[src/rtl/vga_timing_gen.sv]
// Raster timing source: pixel-enable divider, h/v pixel counters and registered
// sync, active-video and line/frame start decode aligned to the counter updates.
module vga_timing_gen #(
    parameter int CLK_DIV  = 4,
    parameter int H_ACTIVE = 640,
    parameter int H_FP     = 16,
    parameter int H_SYNC   = 96,
    parameter int H_BP     = 48,
    parameter int V_ACTIVE = 480,
    parameter int V_FP     = 10,
    parameter int V_SYNC   = 2,
    parameter int V_BP     = 33,
    parameter bit SYNC_POL = 1'b0,
    parameter int CNT_W    = 10
) (
    input  logic             clk,
    input  logic             rst,
    output logic             pix_en,
    output logic [CNT_W-1:0] h_count,
    output logic [CNT_W-1:0] v_count,
    output logic             h_sync,
    output logic             v_sync,
    output logic             video_on,
    output logic             line_start,
    output logic             frame_start
);

    localparam int H_TOTAL = H_ACTIVE + H_FP + H_SYNC + H_BP;
    localparam int V_TOTAL = V_ACTIVE + V_FP + V_SYNC + V_BP;
    localparam int DIV_W   = (CLK_DIV > 1) ? $clog2(CLK_DIV) : 1;

    localparam logic [DIV_W-1:0] DIV_LAST = DIV_W'(CLK_DIV - 1);
    localparam logic [CNT_W-1:0] H_LAST   = CNT_W'(H_TOTAL - 1);
    localparam logic [CNT_W-1:0] V_LAST   = CNT_W'(V_TOTAL - 1);
    localparam logic [CNT_W-1:0] H_ACT    = CNT_W'(H_ACTIVE);
    localparam logic [CNT_W-1:0] V_ACT    = CNT_W'(V_ACTIVE);
    localparam logic [CNT_W-1:0] HS_START = CNT_W'(H_ACTIVE + H_FP);
    localparam logic [CNT_W-1:0] HS_END   = CNT_W'(H_ACTIVE + H_FP + H_SYNC);
    localparam logic [CNT_W-1:0] VS_START = CNT_W'(V_ACTIVE + V_FP);
    localparam logic [CNT_W-1:0] VS_END   = CNT_W'(V_ACTIVE + V_FP + V_SYNC);

    function automatic logic in_window(input logic [CNT_W-1:0] c,
                                       input logic [CNT_W-1:0] lo,
                                       input logic [CNT_W-1:0] hi);
        return (c >= lo) && (c < hi);
    endfunction

    function automatic logic sync_level(input logic active);
        return active ? SYNC_POL : ~SYNC_POL;
    endfunction

    logic [DIV_W-1:0] div;
    logic [CNT_W-1:0] h_next_p0;
    logic [CNT_W-1:0] v_next_p0;
    logic             h_wrap_p0;
    logic             v_wrap_p0;

    // Stage p0: next-state counts; decode below uses these so outputs move with the counters
    always_comb begin
        h_next_p0 = h_count;
        v_next_p0 = v_count;
        h_wrap_p0 = pix_en && (h_count == H_LAST);
        v_wrap_p0 = h_wrap_p0 && (v_count == V_LAST);
        if (pix_en) begin
            if (h_wrap_p0) begin
                h_next_p0 = '0;
                v_next_p0 = v_wrap_p0 ? '0 : v_count + 1'b1;
            end else begin
                h_next_p0 = h_count + 1'b1;
            end
        end
    end

    // Stage p1: registered counters and decoded outputs
    always_ff @(posedge clk) begin
        if (rst) begin
            div         <= '0;
            pix_en      <= 1'b0;
            h_count     <= '0;
            v_count     <= '0;
            h_sync      <= ~SYNC_POL;
            v_sync      <= ~SYNC_POL;
            video_on    <= 1'b0;
            line_start  <= 1'b0;
            frame_start <= 1'b0;
        end else begin
            div         <= (div == DIV_LAST) ? '0 : div + 1'b1;
            pix_en      <= (div == DIV_LAST);
            h_count     <= h_next_p0;
            v_count     <= v_next_p0;
            h_sync      <= sync_level(in_window(h_next_p0, HS_START, HS_END));
            v_sync      <= sync_level(in_window(v_next_p0, VS_START, VS_END));
            video_on    <= (h_next_p0 < H_ACT) && (v_next_p0 < V_ACT);
            // Strobes follow the one-clk pix_en, so they stay one clk wide for any divider
            line_start  <= h_wrap_p0;
            frame_start <= v_wrap_p0;
        end
    end

endmodule

[config.mk]
export PLATFORM = sky130hd
export DESIGN_NAME = vga_timing_gen
export DESIGN_NICKNAME = d
export VERILOG_FILES = /design/src/rtl/vga_timing_gen.sv
export SDC_FILE = /design/constraint.sdc
export NUM_CORES = 1
export LEC_CHECK = 0
export ABC_AREA = 0
export BUFFER_PORTS_ARGS = -buffer_cell sky130_fd_sc_hd__buf_2
export CORE_MARGIN = 2
export CORE_UTILIZATION = 25
export DETAILED_ROUTE_END_ITERATION = 10
export SLEW_MARGIN = 20
export SYNTH_ARGS = -nofsm -noshare
export SYNTH_HDL_FRONTEND = slang
export SYNTH_SLANG_ARGS = --single-unit
[constraint.sdc]
create_clock -name clk -period 2.3 [get_ports clk]
set_clock_uncertainty 0.2 [all_clocks]
set_input_delay 0.69 -clock clk [delete_from_list [all_inputs] [get_ports clk]]
set_output_delay 0.69 -clock clk [all_outputs]
set_load 0.02 [all_outputs]
==> flow_summary.toml, run 1 <==
[sta]
worst_pin_slew_ns = 0.380
fmax_mhz = 469
period_needed_ns = 2.13
min_period_over_period = 0.928
fin_setup_tns_ns = 0
slew_viol_final = 0
relSlewSlack = 0.747
hold_viol_final = 0
rsz0062_at_grt = "false"
setup_violations = 0

[worst_setup_path]
startpoint = "h_count[6]$_SDFF_PP0_"
critPathBufInv = 1
arrival_ns = 2.08
cp-end-kind = "flop"
crit_chain = "or3_4 > nor4_2 > buf_4 > xor2_2 > nand2_1 > nor3_2 > o2111ai_1"
cpPeakStageDelay_ns = 0.42
crit_type = "flop to flop"
critPathRequiredTime_ns = 2.25
r2r_slack_ns = 0.17
rr_startpoint = "h_count[6]$_SDFF_PP0_"
cp_max_fo = 5
critPathTopFamily = "simple AND/OR/NAND/NOR gates"
critPathLaunchType = "flop"
critPathSlowestCell = "or3_4"

[global_route]
grt_pass1_wl_um = 5430
busiest_layer = "met2"
overflow = 0
met2_usage = 0.186
antenna_found_initial = 0
grt_max_degree = 21
grt_pass1_vias = 1103
met3_usage = 0.0212
grtUsageTotal = 0.112
met1_usage = 0.145

[routing]
drtPass1Iterations = 4
ant_nets = 0
viasPerCell = 4.63
drt_iter0_markers = 29
num_vias = 1228
drc = 0
wirelength_um = 3330
wire_per_inst_um = 12.6

[power]
intPower_mw = 0.619
seq_power_share = 0.629
p_switching_mw = 0.168
pwr-share-comb = 0.032
ir_worst_vdd_uv = 193
power.total_mw = 0.787
switching_share = 0.213
p_per_area_nw_per_um2 = 456
clock_power_share = 0.339
power_leakage_nw = 0.703

[hold_path]
hold_path_class = "flop to flop"
hp-start = "div[0]$_SDFF_PP0_"

[floorplan]
die_width_um = 77.2
die_h_um = 77.2
row_count = 26
core_area_um2 = 5140
die-area_um2 = 5970
initial_core_util = 0.261
ioPinCount = 28

[finish]
area_growth_pct = 28.8
final_cell_mix = "buf_2 (27), dfxtp_1 (25), nor2_1 (21), buf_4 (16), nand2_1 (12)"
fillers = 582
layout_commonest_cell = "buf_2"
n_antenna_cell = 0
seq_area_um2 = 564
final_util = 0.336
drive_gt1_frac = 0.303
multi_input_area_um2 = 768
layout.nets = 203

[logic_synthesis]
synth_mux_area_frac = 0.00746
async_flop_share = 0
synth_fa_ha_area_frac = 0.0373
yosys_register_bits = 28
synth_area_leaders = "dfxtp_1 (42%), nor2_1 (5.9%), xnor2_1 (4.6%), xor2_1 (4.6%), ha_1 (3.7%)"
yosys.area.top_type_share = 0.418
synth_nets = 163
synth_xor_xnor_area_share = 0.0914
synth-compound-area-share = 0.0812
syn-cell-area_um2 = 1340
yosysTopAreaCell = "dfxtp_1"
ys_warn_count = 0
avgSynthCellArea_um2 = 8.54
synth_top_family_by_area = "simple AND/OR/NAND/NOR gates"
post_synth_and_or_nand_nor_area_fraction = 0.331
synth_cells = 157
synth_edf_count = 0
synthFlopType = "dfxtp_1"
synth_cell_types = 38
yosysSeqAreaShare = 0.418

[clock_network]
root_buffer = "clkbuf_8"
cts_made_buffers = 3
cts_tree = "done"
clkSinkCount = 28
clkSlewWorstSetupHoldPaths_ns = 0.09
htree_levels = 1
cts.path.max_buffers = 2
worstSkewPairLatency_ns = 0.27

[place]
gp_congestion = 0.827
place_hpwl_um = 2540
port_buffers = 27

[run]
max-cap-violations = 0

[outcome]
status = "complete, no violations"
per-stage QoR:
stage | cells | setup WS [ns] | cell area (um^2) | hold WS (ns)
3_5_place_dp | 261 | 0.0504 | 1640 | 0.233
4_1_cts | 264 | 0.0523 | 1680 | 0.247
5_1_grt | 265 | 0.00786 | 1730 | 0.260
2_1_floorplan | 157 | 0.0276 | 1340 | 0.208
3_3_place_gp | 261 | 0.142 | 1640 | 0.217
6_report | 265 | 0.166 | 1730 | 0.241
flip-flops by register name (all words and copies together) (netlist names):
register     flops
h_count         10
div              2
h_sync           1
v_sync           1
frame_start      1
v_count         10
line_start       1
pix_en           1
video_on         1
power by group through the flow:
stage / sequential [mW] / combinational, mW / clock [mW]
final: 0.495 / 0.0249 / 0.267
after global routing: 0.497 / 0.0290 / 0.301
after CTS: 0.495 / 0.0255 / 0.280
after detailed placement: 0.507 / 0.0254 / 0
after global placement: 0.506 / 0.0250 / 0
after floorplan: 0.508 / 0.0161 / 0
cells in the mapped netlist, types with 4 or more instances:
| library cell | number |
|---|---|
| nand4_1 | 6 |
| xnor2_1 | 7 |
| and3_1 | 5 |
| ha_1 | 4 |
| dfxtp_1 | 28 |
| nand3_1 | 8 |
| nor3_1 | 9 |
| clkbuf_1 | 4 |
| nand2_1 | 12 |
| nor2_1 | 21 |
| a21oi_1 | 6 |
| xor2_1 | 7 |
kinds of logic (layout without fill, tap and decap cells):
logic type / count (synthesis) / count (layout)
buf+inv: 11 / 49
mux: 1 / 1
fa+ha+maj: 4 / 4
simple gates: 81 / 81
xor+xnor: 14 / 14
compound gates: 18 / 18
flops: 28 / 28
path summary, 6_finish.rpt:
check,end,cells after the start
hold / removal,div[0]$_SDFF_PP0_,1
setup reg to reg,v_sync$_SDFF_PP1_,7
hold reg to reg,div[0]$_SDFF_PP0_,1
setup / recovery,v_sync$_SDFF_PP1_,7
per-layer routing:
layer | wire length, um | part of all wire | up-vias
met5 | 0 | 0 | -
met4 | 41 | 0.012 | 0
met1 | 1610 | 0.48 | 581
met2 | 1580 | 0.47 | 15
li1 | - | - | 628
met3 | 105 | 0.032 | 4
final cells by class:
cell class,instances,share of cell area
Inverter,3,0.00652
Clock buffer,3,0.0239
Multi-Input combinational cell,118,0.445
Tap cell,70,0.0507
Sequential cell,28,0.327
Timing Repair Buffer,43,0.148
timing repair:
item / 4_1_cts / 5_1_grt
hold buffers: 0 / 0
setup buffers: 0 / 1
resized for setup: 0 / 9
endpoints found under the setup margin: 0 / 2
Power figures use the tool's default switching activity.
==> run 2, diff against run 1 <==
==> constraint.sdc (replaced) <==
create_clock -name clk -period 2.3 [get_ports clk]
set_clock_uncertainty 0.2 [all_clocks]
set_input_delay 0.115 -clock clk [delete_from_list [all_inputs] [get_ports clk]]
set_output_delay 0.115 -clock clk [all_outputs]
set_load 0.02 [all_outputs]
==> flow_summary.toml, run 2 (synthesis gave the netlist of run 1 again) <==
[sta]
setup_violations = 0
hold_viol_final = 0
hold-worst-slack_ns = 0.0303
fmax_mhz = 464
worst_pin_slew_ns = 0.383
slew_viol_final = 0
period_needed_ns = 2.15
min_period_over_period = 0.936
relSlewSlack = 0.745
fin_setup_tns_ns = 0

[power]
ir_worst_vdd_uv = 239
p_per_area_nw_per_um2 = 452
power_leakage_nw = 0.712

[clock_network]
worstSkewPairLatency_ns = 0.27
clkSinkCount = 28
clkSlewWorstSetupHoldPaths_ns = 0.10
root_buffer = "clkbuf_8"
cts_made_buffers = 3
cts.path.max_buffers = 2
cts_tree = "done"
htree_levels = 1

[finish]
layout.nets = 205
layoutNonFillerInstCount = 267
n_antenna_cell = 0
final_cell_mix = "buf_2 (27), dfxtp_1 (25), nor2_1 (21), buf_4 (18), nand2_1 (12)"
drive_gt1_frac = 0.310
reg.largest.list = "h_count: 10 flops, v_count: 10 flops, div: 2 flops"
final_util = 0.339
layout_commonest_cell = "buf_2"
area_growth_pct = 29.9
fin_area_um2 = 1740

[worst_setup_path]
critPathRequiredTime_ns = 2.26
arrival_ns = 2.11
critPathLaunchType = "flop"
crit_type = "flop to flop"
cp-end-kind = "flop"
cp_max_fo = 6

[outcome]
status = "complete, no violations"

[run]
max-cap-violations = 0

[routing]
viasPerCell = 4.53
drtPass1Iterations = 4
wirelength_um = 3270
drt_iter0_markers = 64
num_vias = 1209
wire_per_inst_um = 12.3
ant_nets = 0
drc = 0

[floorplan]
ioPinCount = 28
die_width_um = 77.2
die-area_um2 = 5970
core_area_um2 = 5140
row_count = 26
initial_core_util = 0.261
die_h_um = 77.2

[global_route]
grt_pass1_wl_um = 5170
antenna_found_initial = 0
grt_pass1_vias = 1089
grtUsageTotal = 0.107
overflow = 0
grt_max_degree = 21

[place]
place_hpwl_um = 2450
port_buffers = 27
dp.cells = 261
placed_area_um2 = 1640
gp_congestion = 0.833

[hold_path]
hold_path_class = "primary input to flop"
==> run 2: changes by cell type in the layout (fill, tap and decap cells not counted), sizes merged <==
cell / before / now
buf: 43 / 45
==> run 2: repair_timing <==
item	CTS	global route
gates resized for setup	0	9
hold buffers	0	0
setup endpoints to repair	0	2
setup buffers	0	3
==> run 2: worst max-delay path, cell delays in order, from the launching register on <==
cell,delay (ns)
dfxtp_1,0.38
nand4_1,0.22
buf_4,0.22
or3_4,0.42
nor3_1,0.19
o21ai_1,0.10
nor3_2,0.17
o2111ai_1,0.13
==> run 2: final timing paths <==
path	slack, ns	cells after the start	to	startpoint
setup / recovery	0.15	7	v_sync$_SDFF_PP1_	h_count[9]$_SDFF_PP0_
hold / removal	0.03	2	v_count[5]$_SDFF_PP0_	rst
setup reg to reg	0.15	7	v_sync$_SDFF_PP1_	h_count[9]$_SDFF_PP0_
hold reg to reg	0.24	1	div[0]$_SDFF_PP0_	div[0]$_SDFF_PP0_
==> run 2: per-layer routing <==
metal  track usage  vias to the layer above  part of all wire
li1              -                      634                 -
met1         0.146                      553              0.49
met2         0.163                       18              0.46
met3        0.0365                        4             0.038
met4        0.0232                        0            0.0064
met5             0                        -                 0
==> run 2: layout make-up <==
| class | instances | area, um^2 |
|---|---|---|
| Tap cell | 70 | 87.6 |
| Multi-Input combinational cell | 118 | 768 |
| Sequential cell | 28 | 564 |
| Clock buffer | 3 | 41.3 |
| Timing Repair Buffer | 45 | 270 |
| Fill cell | 567 | 3400 |
| Inverter | 3 | 11.3 |
==> run 2: per-stage QoR <==
stage | setup WS [ns] | total power, mW
after CTS | 0.0711 | 0.799
after floorplan | 0.0276 | 0.524
after global routing | -0.00903 | 0.819
after detailed placement | 0.0827 | 0.532
final | 0.146 | 0.787
after global placement | 0.146 | 0.531
==> run 2: where the power goes <==
group / switching [mW] / leakage [nW] / internal [mW] / total [mW]
clock network: 0.149 / 0.0216 / 0.118 / 0.267
logic: 0.0149 / 0.463 / 0.0101 / 0.0250
registers: 0.00387 / 0.228 / 0.491 / 0.495
==> run 3, diff against run 2 <==
Settings changed: RECOVER_POWER set to 50.
==> flow_summary.toml, run 3 (synthesis gave the netlist of run 1 again) <==
[sta]
relSlewSlack = 0.744
period_needed_ns = 2.15
worst_pin_slew_ns = 0.383
setup_violations = 0
hold-worst-slack_ns = 0.0306
timing.final.ws_setup_ns = 0.146
fin_setup_tns_ns = 0
slew_viol_final = 0
hold_viol_final = 0
min_period_over_period = 0.937
fmax_mhz = 464

[place]
dp_slack_ns = 0.0827
placed_area_um2 = 1640
dp.cells = 261
port_buffers = 27
gp_congestion = 0.833
place_hpwl_um = 2450

[power]
clock_power_share = 0.339
power_leakage_nw = 0.627
intPower_mw = 0.619
power.total_mw = 0.787
p_switching_mw = 0.168
ir_worst_vdd_uv = 238
p_per_area_nw_per_um2 = 459
pwr-share-comb = 0.031
switching_share = 0.214
seq_power_share = 0.629

[finish]
layout_commonest_cell = "dfxtp_1"
area_growth_pct = 27.9
final_util = 0.334
final_cell_mix = "dfxtp_1 (26), nor2_1 (21), clkbuf_1 (21), buf_4 (18), nand2_1 (12)"
drive_gt1_frac = 0.198
layout.nets = 205
fin_area_um2 = 1720
layoutNonFillerInstCount = 267
reg.largest.list = "h_count: 10 flops, v_count: 10 flops, div: 2 flops"
n_antenna_cell = 0

[floorplan]
row_count = 26
die-area_um2 = 5970
ioPinCount = 28
die_width_um = 77.2
die_h_um = 77.2
core_area_um2 = 5140
initial_core_util = 0.261

[routing]
drc = 0
drtPass1Iterations = 4
wirelength_um = 3290
viasPerCell = 4.54
drt_iter0_markers = 50
wl_met2_um = 1520
highest_layer = "met4"
wire_per_inst_um = 12.3
num_vias = 1213
ant_nets = 0
met3WireLength_um = 125
m1WireLength_um = 1620

[hold_path]
hold_path_class = "primary input to flop"

[worst_setup_path]
crit_type = "flop to flop"
critPathTopFamily = "simple AND/OR/NAND/NOR gates"
critPathRequiredTime_ns = 2.26
arrival_ns = 2.11
critPathBufInv = 1
crit_chain = "nand4_1 > buf_4 > or3_4 > nor3_1 > o21ai_1 > nor3_2 > o2111ai_1"
critPathSlowestCell = "or3_4"
cp-end-kind = "flop"
critPathLaunchType = "flop"
cp_max_fo = 6
cpPeakStageDelay_ns = 0.42

[clock_network]
worstSkewPairLatency_ns = 0.27
clkSinkCount = 28
htree_levels = 1
cts.path.max_buffers = 2
root_buffer = "clkbuf_8"
cts_made_buffers = 3
cts_tree = "done"
clkSlewWorstSetupHoldPaths_ns = 0.10

[global_route]
grtUsageTotal = 0.107
grt_pass1_wl_um = 5170
grt_max_degree = 21
antenna_found_initial = 0
grt_pass1_vias = 1089
overflow = 0

[outcome]
status = "complete, no violations"

[run]
max-cap-violations = 0
-- run 3: cell count changes in the layout (fill, tap and decap cells not counted) --
cell and change:
buf_2 -21, clkbuf_1 +21, dfxtp_1 +1, dfxtp_2 -1
-- run 3: final timing paths --
check,slack (ns),to,start,cells after the start
setup / recovery,0.15,v_sync$_SDFF_PP1_,h_count[9]$_SDFF_PP0_,7
hold / removal,0.03,v_count[5]$_SDFF_PP0_,rst,2
setup reg to reg,0.15,v_sync$_SDFF_PP1_,h_count[9]$_SDFF_PP0_,7
hold reg to reg,0.24,div[0]$_SDFF_PP0_,div[0]$_SDFF_PP0_,1
-- run 3: power groups by stage --
stage | Sequential, mW | Combinational [mW] | Clock, mW
after detailed placement | 0.506 | 0.0256 | 0
after global routing | 0.496 | 0.0286 | 0.294
after CTS | 0.495 | 0.0255 | 0.278
final | 0.495 | 0.0246 | 0.267
after global placement | 0.506 | 0.0252 | 0
after floorplan | 0.508 | 0.0161 | 0
-- run 3: what timing repair did --
item,in CTS,in global routing
hold buffers,0,0
resized for setup,0,9
hold endpoints to repair,0,0
setup endpoints to repair,0,2
setup buffers,0,3
-- run 3: cell type report --
type,count,area (um^2)
Sequential cell,28,563
Clock buffer,3,41.3
Inverter,3,11.3
Multi-Input combinational cell,118,768
Timing Repair Buffer,45,244
Fill cell,578,3420
Tap cell,70,87.6
-- run 3: layer usage --
layer  global-route usage  vias to the layer above
li1                     -                      633
met1                0.146                      558
met2                0.163                       18
met3               0.0365                        4
met4               0.0232                        0
met5                    0                        -
